==> src/rtl/acc_core.sv <==
// -----------------------------------------------------------------------------
// acc_core
//   Fixed-function ten-class scorer. A start request in IDLE clears the ten
//   accumulators, then 64 consecutive cycles each consume one 24-bit word
//   (three 8-bit pixels) from an internal read-only memory. Each accumulator k
//   adds the three pixels weighted by w(p,k) = ((p+k) mod 3) - 1. On the
//   following cycle each score is biased by 10*k, clamped to 0..255 and
//   registered onto the outputs.
//
// Ports
//   clk            clock, all state updates on the rising edge
//   rstn           asynchronous reset, ACTIVE HIGH despite its name
//   AccValid_i     start request, only looked at while idle
//   AccReady_o     1 = idle with results held, 0 = run in progress
//   Num0_o..Num9_o unsigned 8-bit class scores, registered
// -----------------------------------------------------------------------------
module acc_core (
  input  logic       clk,
  input  logic       rstn,
  input  logic       AccValid_i,
  output logic       AccReady_o,
  output logic [7:0] Num0_o,
  output logic [7:0] Num1_o,
  output logic [7:0] Num2_o,
  output logic [7:0] Num3_o,
  output logic [7:0] Num4_o,
  output logic [7:0] Num5_o,
  output logic [7:0] Num6_o,
  output logic [7:0] Num7_o,
  output logic [7:0] Num8_o,
  output logic [7:0] Num9_o
);

  localparam int NumClasses = 10;

  typedef enum logic {IDLE, BUSY} state_e;

  state_e             state_q;
  logic [5:0]         addr_q;
  logic               last_q;   // set once word 63 has been accumulated
  logic signed [19:0] acc_q  [NumClasses];
  logic signed [19:0] acc_d  [NumClasses];
  logic signed [19:0] biased [NumClasses];
  logic [7:0]         num_q  [NumClasses];
  logic [7:0]         num_d  [NumClasses];
  logic [23:0]        word;

  // Read-only data memory: word a holds pixels 3a, 3a+1, 3a+2 and pixel p
  // has value p, so the contents reduce to a little arithmetic on the address.
  function automatic logic [23:0] rom_word(input logic [5:0] a);
    logic [7:0] base;
    base = {1'b0, a, 1'b0} + {2'b00, a};
    return {base + 8'd2, base + 8'd1, base};
  endfunction

  assign word = rom_word(addr_q);

  // Pixel p = 3a+i, so (p+k) mod 3 == (i+k) mod 3: the weight of each byte
  // lane is a constant per class, and no weight ROM is needed.
  // NOTE: every combinational output is given a default before any
  // conditional update so no path leaves it unassigned (no latches).
  always_comb begin
    for (int k = 0; k < NumClasses; k++) begin
      acc_d[k] = acc_q[k];
      for (int i = 0; i < 3; i++) begin
        case ((i + k) % 3)
          0:       acc_d[k] = acc_d[k] - signed'({12'd0, word[8*i +: 8]});
          2:       acc_d[k] = acc_d[k] + signed'({12'd0, word[8*i +: 8]});
          default: ;
        endcase
      end
    end
  end

  // Bias b(k) = 10*k, then saturate to the unsigned 8-bit output range.
  always_comb begin
    for (int k = 0; k < NumClasses; k++) begin
      biased[k] = acc_q[k] + 20'(10 * k);
      if (biased[k] < 0) begin
        num_d[k] = 8'd0;
      end else if (biased[k] > 20'sd255) begin
        num_d[k] = 8'd255;
      end else begin
        num_d[k] = biased[k][7:0];
      end
    end
  end

  // NOTE: sequential state uses non-blocking assignments only, so every
  // register samples the pre-edge values of the others.
  // NOTE: the accumulator and score arrays are plain flops, not a RAM, so
  // they are cleared by the asynchronous reset like any other register.
  always_ff @(posedge clk or posedge rstn) begin
    if (rstn) begin
      state_q <= IDLE;
      addr_q  <= '0;
      last_q  <= 1'b0;
      for (int k = 0; k < NumClasses; k++) begin
        acc_q[k] <= '0;
        num_q[k] <= '0;
      end
    end else begin
      case (state_q)
        IDLE: begin
          if (AccValid_i) begin
            state_q <= BUSY;
            addr_q  <= '0;
            last_q  <= 1'b0;
            for (int k = 0; k < NumClasses; k++) begin
              acc_q[k] <= '0;
            end
          end
        end
        BUSY: begin
          if (!last_q) begin
            for (int k = 0; k < NumClasses; k++) begin
              acc_q[k] <= acc_d[k];
            end
            // The address parks on 63 and only wraps when the run completes.
            if (addr_q == 6'd63) begin
              last_q <= 1'b1;
            end else begin
              addr_q <= addr_q + 6'd1;
            end
          end else begin
            state_q <= IDLE;
            addr_q  <= '0;
            last_q  <= 1'b0;
            for (int k = 0; k < NumClasses; k++) begin
              num_q[k] <= num_d[k];
            end
          end
        end
        default: state_q <= IDLE;
      endcase
    end
  end

  assign AccReady_o = (state_q == IDLE);

  assign Num0_o = num_q[0];
  assign Num1_o = num_q[1];
  assign Num2_o = num_q[2];
  assign Num3_o = num_q[3];
  assign Num4_o = num_q[4];
  assign Num5_o = num_q[5];
  assign Num6_o = num_q[6];
  assign Num7_o = num_q[7];
  assign Num8_o = num_q[8];
  assign Num9_o = num_q[9];

endmodule

==> config.mk <==
export PLATFORM = sky130hd
export DESIGN_NAME = acc_core
export DESIGN_NICKNAME = d
export VERILOG_FILES = /design/src/rtl/acc_core.sv
export SDC_FILE = /design/constraint.sdc
export NUM_CORES = 1
export LEC_CHECK = 0
export BUFFER_PORTS_ARGS = -buffer_cell sky130_fd_sc_hd__clkbuf_2
export CAP_MARGIN = 25
export CORE_MARGIN = 10
export CORE_UTILIZATION = 45
export DETAILED_ROUTE_END_ITERATION = 8
export PLACE_DENSITY = 0.71
export SYNTH_ARGS = -nofsm -noshare
export SYNTH_HDL_FRONTEND = slang
export SYNTH_SLANG_ARGS = --single-unit
==> constraint.sdc <==
create_clock -name clk -period 24 [get_ports clk]
set_input_delay 6 -clock clk [delete_from_list [all_inputs] [get_ports clk]]
set_output_delay 6 -clock clk [all_outputs]
set_load 0.01 [all_outputs]
# Word level (Yosys, flattened, before mapping)
# Cells that the tools add are included.
# Widths: inputs -> output; s select.
totals:
  register_bits: 288
  inputBits: 3
  output_inout_bits: 81
  wordCells: 118
op_classes:
  n_addsub: 33
  order_cmp: 20
  eq_ne: 4
  n_mux: 34
  bitwise: 1
  reduce_logical: 3
ops:
  columns: ["operator", "n"]
  rows:
  - ["$mux 200", 2]
  - ["$pmux 200 s2", 1]
  - ["$add 20x9->20", 10]
  - ["$gt 20x9->1 const B", 10]
  - ["$lt 20x1->1 const B", 10]
  - ["$sub 20x9->20", 10]
  - ["$mux 8", 20]
  - ["$add 20x7->20 const B", 3]
  - ["$add 20x8->20 const B", 3]
  - ["$add 20x6->20 const B", 2]
  - ["$add 20x5->20 const B", 1]
  - ["$mux 6", 3]
  - ["$pmux 6 s2", 1]
  - ["$add 7x6->8", 1]
  - ["$add 8x1->8 const B", 1]
  - ["$add 8x2->8 const B", 1]
  - ["$add 6x1->6 const B", 1]
  - ["$eq 6x6->1 const B", 1]
  - ["$reduce_and 2->1", 3]
  - ["$mux 1", 5]
  - ["$ne 2x2->1 const B", 2]
  - ["$pmux 1 s2", 2]
  - ["$ne 3x3->1 const B", 1]
  - ["$not 1->1", 1]

# Depth between registers and ports, before layout
depth:
  word_depth: 6
  mapped_depth: 23
  depth_no_buf: 23

# Least setup slack after synthesis
# Ideal clock, no wire load.
synth_path:
  kind: "input port to flip-flop"
  from: "input port AccValid_i"
  to: "register acc_q[0] (netlist name)"
  setup_ns: 0.083
  t_arrival_ns: 7.106
  t_required_ns: 23.917
  slack_ns: 16.811
  path_stages: 5
  n_path_buf: 2
  path_cell_list: "a21oi_1 -> inv_2 -> clkbuf_1 -> clkbuf_1 -> o22ai_1"
synth_between:
  elab_chain_cells: 2
synth_rtl:
  columns: ["element", "line", "rtl"]
  rows:
  - ["from (decl)", "20", "input logic AccValid_i,"]
  - ["$ne 2x2->1 (no line)", null, null]
  - ["$reduce_and 2->1 (no line)", null, null]
  - ["to (signal, indexed assignment)", "117", "acc_q[k] <= acc_d[k];"]
  - ["to (decl)", "41", "logic signed [19:0] acc_q [NumClasses];"]
# Every way passes these cells.
# A chain may end at the register's enable or synchronous reset.

# Worst setup path in the final report
layout_path:
  from: "register state_q"
  to: "output port AccReady_o"
layout_between:
  elab_chain_cells: 1
layout_rtl:
  columns: ["element", "line", "rtl"]
  rows:
  - ["from (decl)", "38", "state_e state_q;"]
  - ["from (signal assigned)", "95", "state_q <= IDLE;"]
  - ["from (signal assigned)", "106", "state_q <= BUSY;"]
  - ["from (signal assigned)", "126", "state_q <= IDLE;"]
  - ["$not 1->1", null, null]
  - ["to (decl)", "21", "output logic AccReady_o,"]
# Every way passes these cells.

==> summary.md <==
| Metric | Value |
|---|---|
| Seq/Total Area, Yosys | `0.293` |
| Crit. End Element | `primary output` |
| Number of synthesis warnings | `0` |
| Slowest CP cell | `dfrtp_1` |
| Clock Skews | `14.3 ps` |
| # diodes | `0` |
| Syn nets | `3168` |
| Clock sinks | `288` |
| Post-synth EDFFs | `0` |
| Synth Area in Simple Gates | `0.143` |
| H-tree Lvls | `2` |
| DR top layer | `met5` |
| Setup crit start | `state_q$_DFF_PP0_` |
| Met2 routed WL | `30700 um` |
| Setup TNS | `0 ps` |
| Wl on met1 | `28300 um` |
| Placer Congestion | `0.889` |
| Synth cell count leaders | `ha_1 (321), dfrtp_1 (288), nand2_1 (219), inv_1 (212)` |
| Yosys top cell area share | `0.293` |
| Final Hold Viols | `0` |
| Worst Max-Slew Pin Slew | `1060 ps` |
| Hold_buf cts | `0` |
| Fmax | `131 MHz` |
| Syn avg cell area | `8.70 um2` |
| Via count | `21221` |
| Main flop type after synthesis | `dfrtp_1` |
| Post-synthesis cell type count | `84` |
| Wire length on met3 | `3520 um` |
| Largest net degree at the start of global routing | `177` |
| Pre-antenna DRT Iters | `6` |
| TritonCTS buffer count | `38` |
| Count leader, synth | `ha_1` |
| Startpoint types | `flop` |
| Multiplexer area fraction after synthesis | `0.00376` |
| Clock latency on the worst-skew pair | `560 ps` |
| Die H | `254 um` |
| Fin crit period | `7640 ps` |
| FFs w/ async S/R, synth | `1.00` |
| Via density | `5.89` |
| Final setup viols | `0` |
| Ports | `84` |
| Reg2reg end | `acc_q[179]$_DFFE_PP0P_` |
| Setup CP Type | `flop to primary output` |
| Crit path required time | `18000 ps` |
| Fin nets | `3215` |
| Slowest stage delay, CP | `790 ps` |
| Detailed Route Iter0 Violations | `1363` |
| Area contributors post-synth | `dfrtp_1 (29%), ha_1 (16%), xnor2_1 (6.3%), xor2_1 (4.9%), o21ai_0 (3.6%)` |
| Mapped cell area | `24600 um2` |
| Rel. slew slack | `0.296` |
| Max_cap viols | `0` |
| Die ar. | `64400 um2` |
| Cells along the critical path | `inv_1 -> clkbuf_2` |
| Yosys top cell by area | `dfrtp_1` |
| Worst min path class | `flop to flop` |
| Final wirelength | `64700 um` |
| Worst R2R Path Depth | `18` |
| Unrepaired setup endpoints after global routing | `no` |
| Worst r2r src | `addr_q[0]$_DFFE_PP0P_` |
| Post-CTS Repair Setup Buffers | `0` |
| IO Port Bufs | `83` |
| Root Driver | `clkbuf_16` |
| Max clock buf depth | `3` |
| Cells after Synth | `2828` |
| CTS clk-pin slew, worst paths | `60 ps` |
| DRC | `0` |
| Complex-gate fraction of the synthesized area | `0.224` |
| Total GRT Usage | `0.199` |
| CP endpoint | `AccReady_o` |
| Post-DRT Antenna Nets | `0` |
| Crit-path max FO | `10` |
| First-pass GRT wire length | `107000 um` |
| Largest family of logic cells by synthesized area | `compound AO/OA/AOI/OAI gates` |
| Antenna violations before repair | `1` |
| Synth Area in XOR/XNOR | `0.113` |
| Final instance area | `26900 um2` |
| Layout cells sized above 1 | `0.0737` |
| Hpwl dp | `46200 um` |
| GRT overflow | `0` |
| TritonCTS clock tree | `built` |
| Die W | `254 um` |
| Tcrit/Tclk final | `0.319` |
| Post-synthesis adder-cell area fraction | `0.176` |
| Crit path DAT | `1640 ps` |
| Total core area | `53900 um2` |
| Hold depth | `2` |
| DP Area | `25700 um2` |
| Vias in the first global route | `21314` |
| Final Max Tran Viols | `0` |
| Layout area overhead | `9.54%` |
| Initial Util | `0.456` |
| Post-route insts no fill | `3600` |
| Status | `finished clean` |
| Cell Rows | `85` |
| CTS resizes | `0` |
| FF-to-FF setup slack | `17090 ps` |
| Yosys reg bits | `288` |
| WL/cell | `18.0 um` |
| Placed insts | `3530` |
-- sequential cells by signal, indices dropped and copies added, names as in the netlist --
name	flops
Num2_o	8
addr_q	6
Num4_o	8
Num8_o	8
last_q	1
Num6_o	8
Num9_o	8
Num1_o	8
Num3_o	8
acc_q	200
Num5_o	8
Num0_o	8
state_q	1
Num7_o	8
-- final cells by class --
cell class / instances / area (um2)
Sequential cell: 288 / 7210
Clock buffer: 49 / 1060
Clock inverter: 20 / 166
Timing Repair Buffer: 96 / 546
Inverter: 214 / 813
Fill cell: 4954 / 27000
Tap cell: 696 / 871
Multi-Input combinational cell: 2237 / 16300
-- stage by stage --
step / setup WS [ps] / util / hold WS [ps]
after global placement: 15820 / 0.476 / 463
after detailed placement: 15790 / 0.476 / 469
after CTS: 16320 / 0.499 / 482
final: 16360 / 0.500 / 473
after global routing: 16290 / 0.500 / 500
after floorplan: 10050 / - / 459
-- layer usage --
layer | track usage | up-vias
met3 | 0.0290 | 123
li1 | - | 10263
met5 | 0 | -
met2 | 0.343 | 505
met4 | 0.0843 | 2
met1 | 0.244 | 10328
-- worst max-delay path: cells and delay by family (launching register included) --
family                 cells  cell delay, ps
buffers and inverters      2             290
DFF                        1             790
-- worst min path at each step --
stage | start | end | slack (ps)
floorplan | acc_q[61]$_DFFE_PP0P_ | acc_q[61]$_DFFE_PP0P_ | 460
finish | Num1_o[5]$_DFFE_PP0P_ | Num1_o[5]$_DFFE_PP0P_ | 470
detailed placement | Num6_o[5]$_DFFE_PP0P_ | Num6_o[5]$_DFFE_PP0P_ | 470
global route | Num1_o[3]$_DFFE_PP0P_ | Num1_o[3]$_DFFE_PP0P_ | 500
CTS | Num1_o[5]$_DFFE_PP0P_ | Num1_o[5]$_DFFE_PP0P_ | 480
global placement | Num1_o[3]$_DFFE_PP0P_ | Num1_o[3]$_DFFE_PP0P_ | 460
-- placed cells by master, fill, tap and decap left out, types with 16 or more instances in the layout --
cell type  count
ha_1         321
dfrtp_1      287
nand2_1      218
inv_1        211
o21ai_0      178
xnor2_1      178
a21oi_1      170
nor2_1       148
xor2_1       137
o22ai_1      134
clkbuf_2      83
nand3_1       72
a21o_1        71
nor3_1        70
a31oi_1       47
clkbuf_16     39
o21a_1        37
nand2b_1      36
a211oi_1      33
and3_1        30
nand4_1       29
o31ai_1       28
o21bai_1      23
or3_1         21
nor2b_1       20
fa_1          16
-- cells by family (layout without fill, tap and decap cells) --
logic type               Yosys count  count (layout)
AND/OR/NAND/NOR                  725             725
buffers and inverters            303             379
flip-flops                       288             288
multiplexers                       9               9
adder cells (fa/ha/maj)          337             337
XOR/XNOR                         316             316
AO/OA/AOI/OAI                    850             850
Power is left out: the tool's default activity adds up to more than one toggle a clock period on the data nets, which glitch-free logic cannot reach.
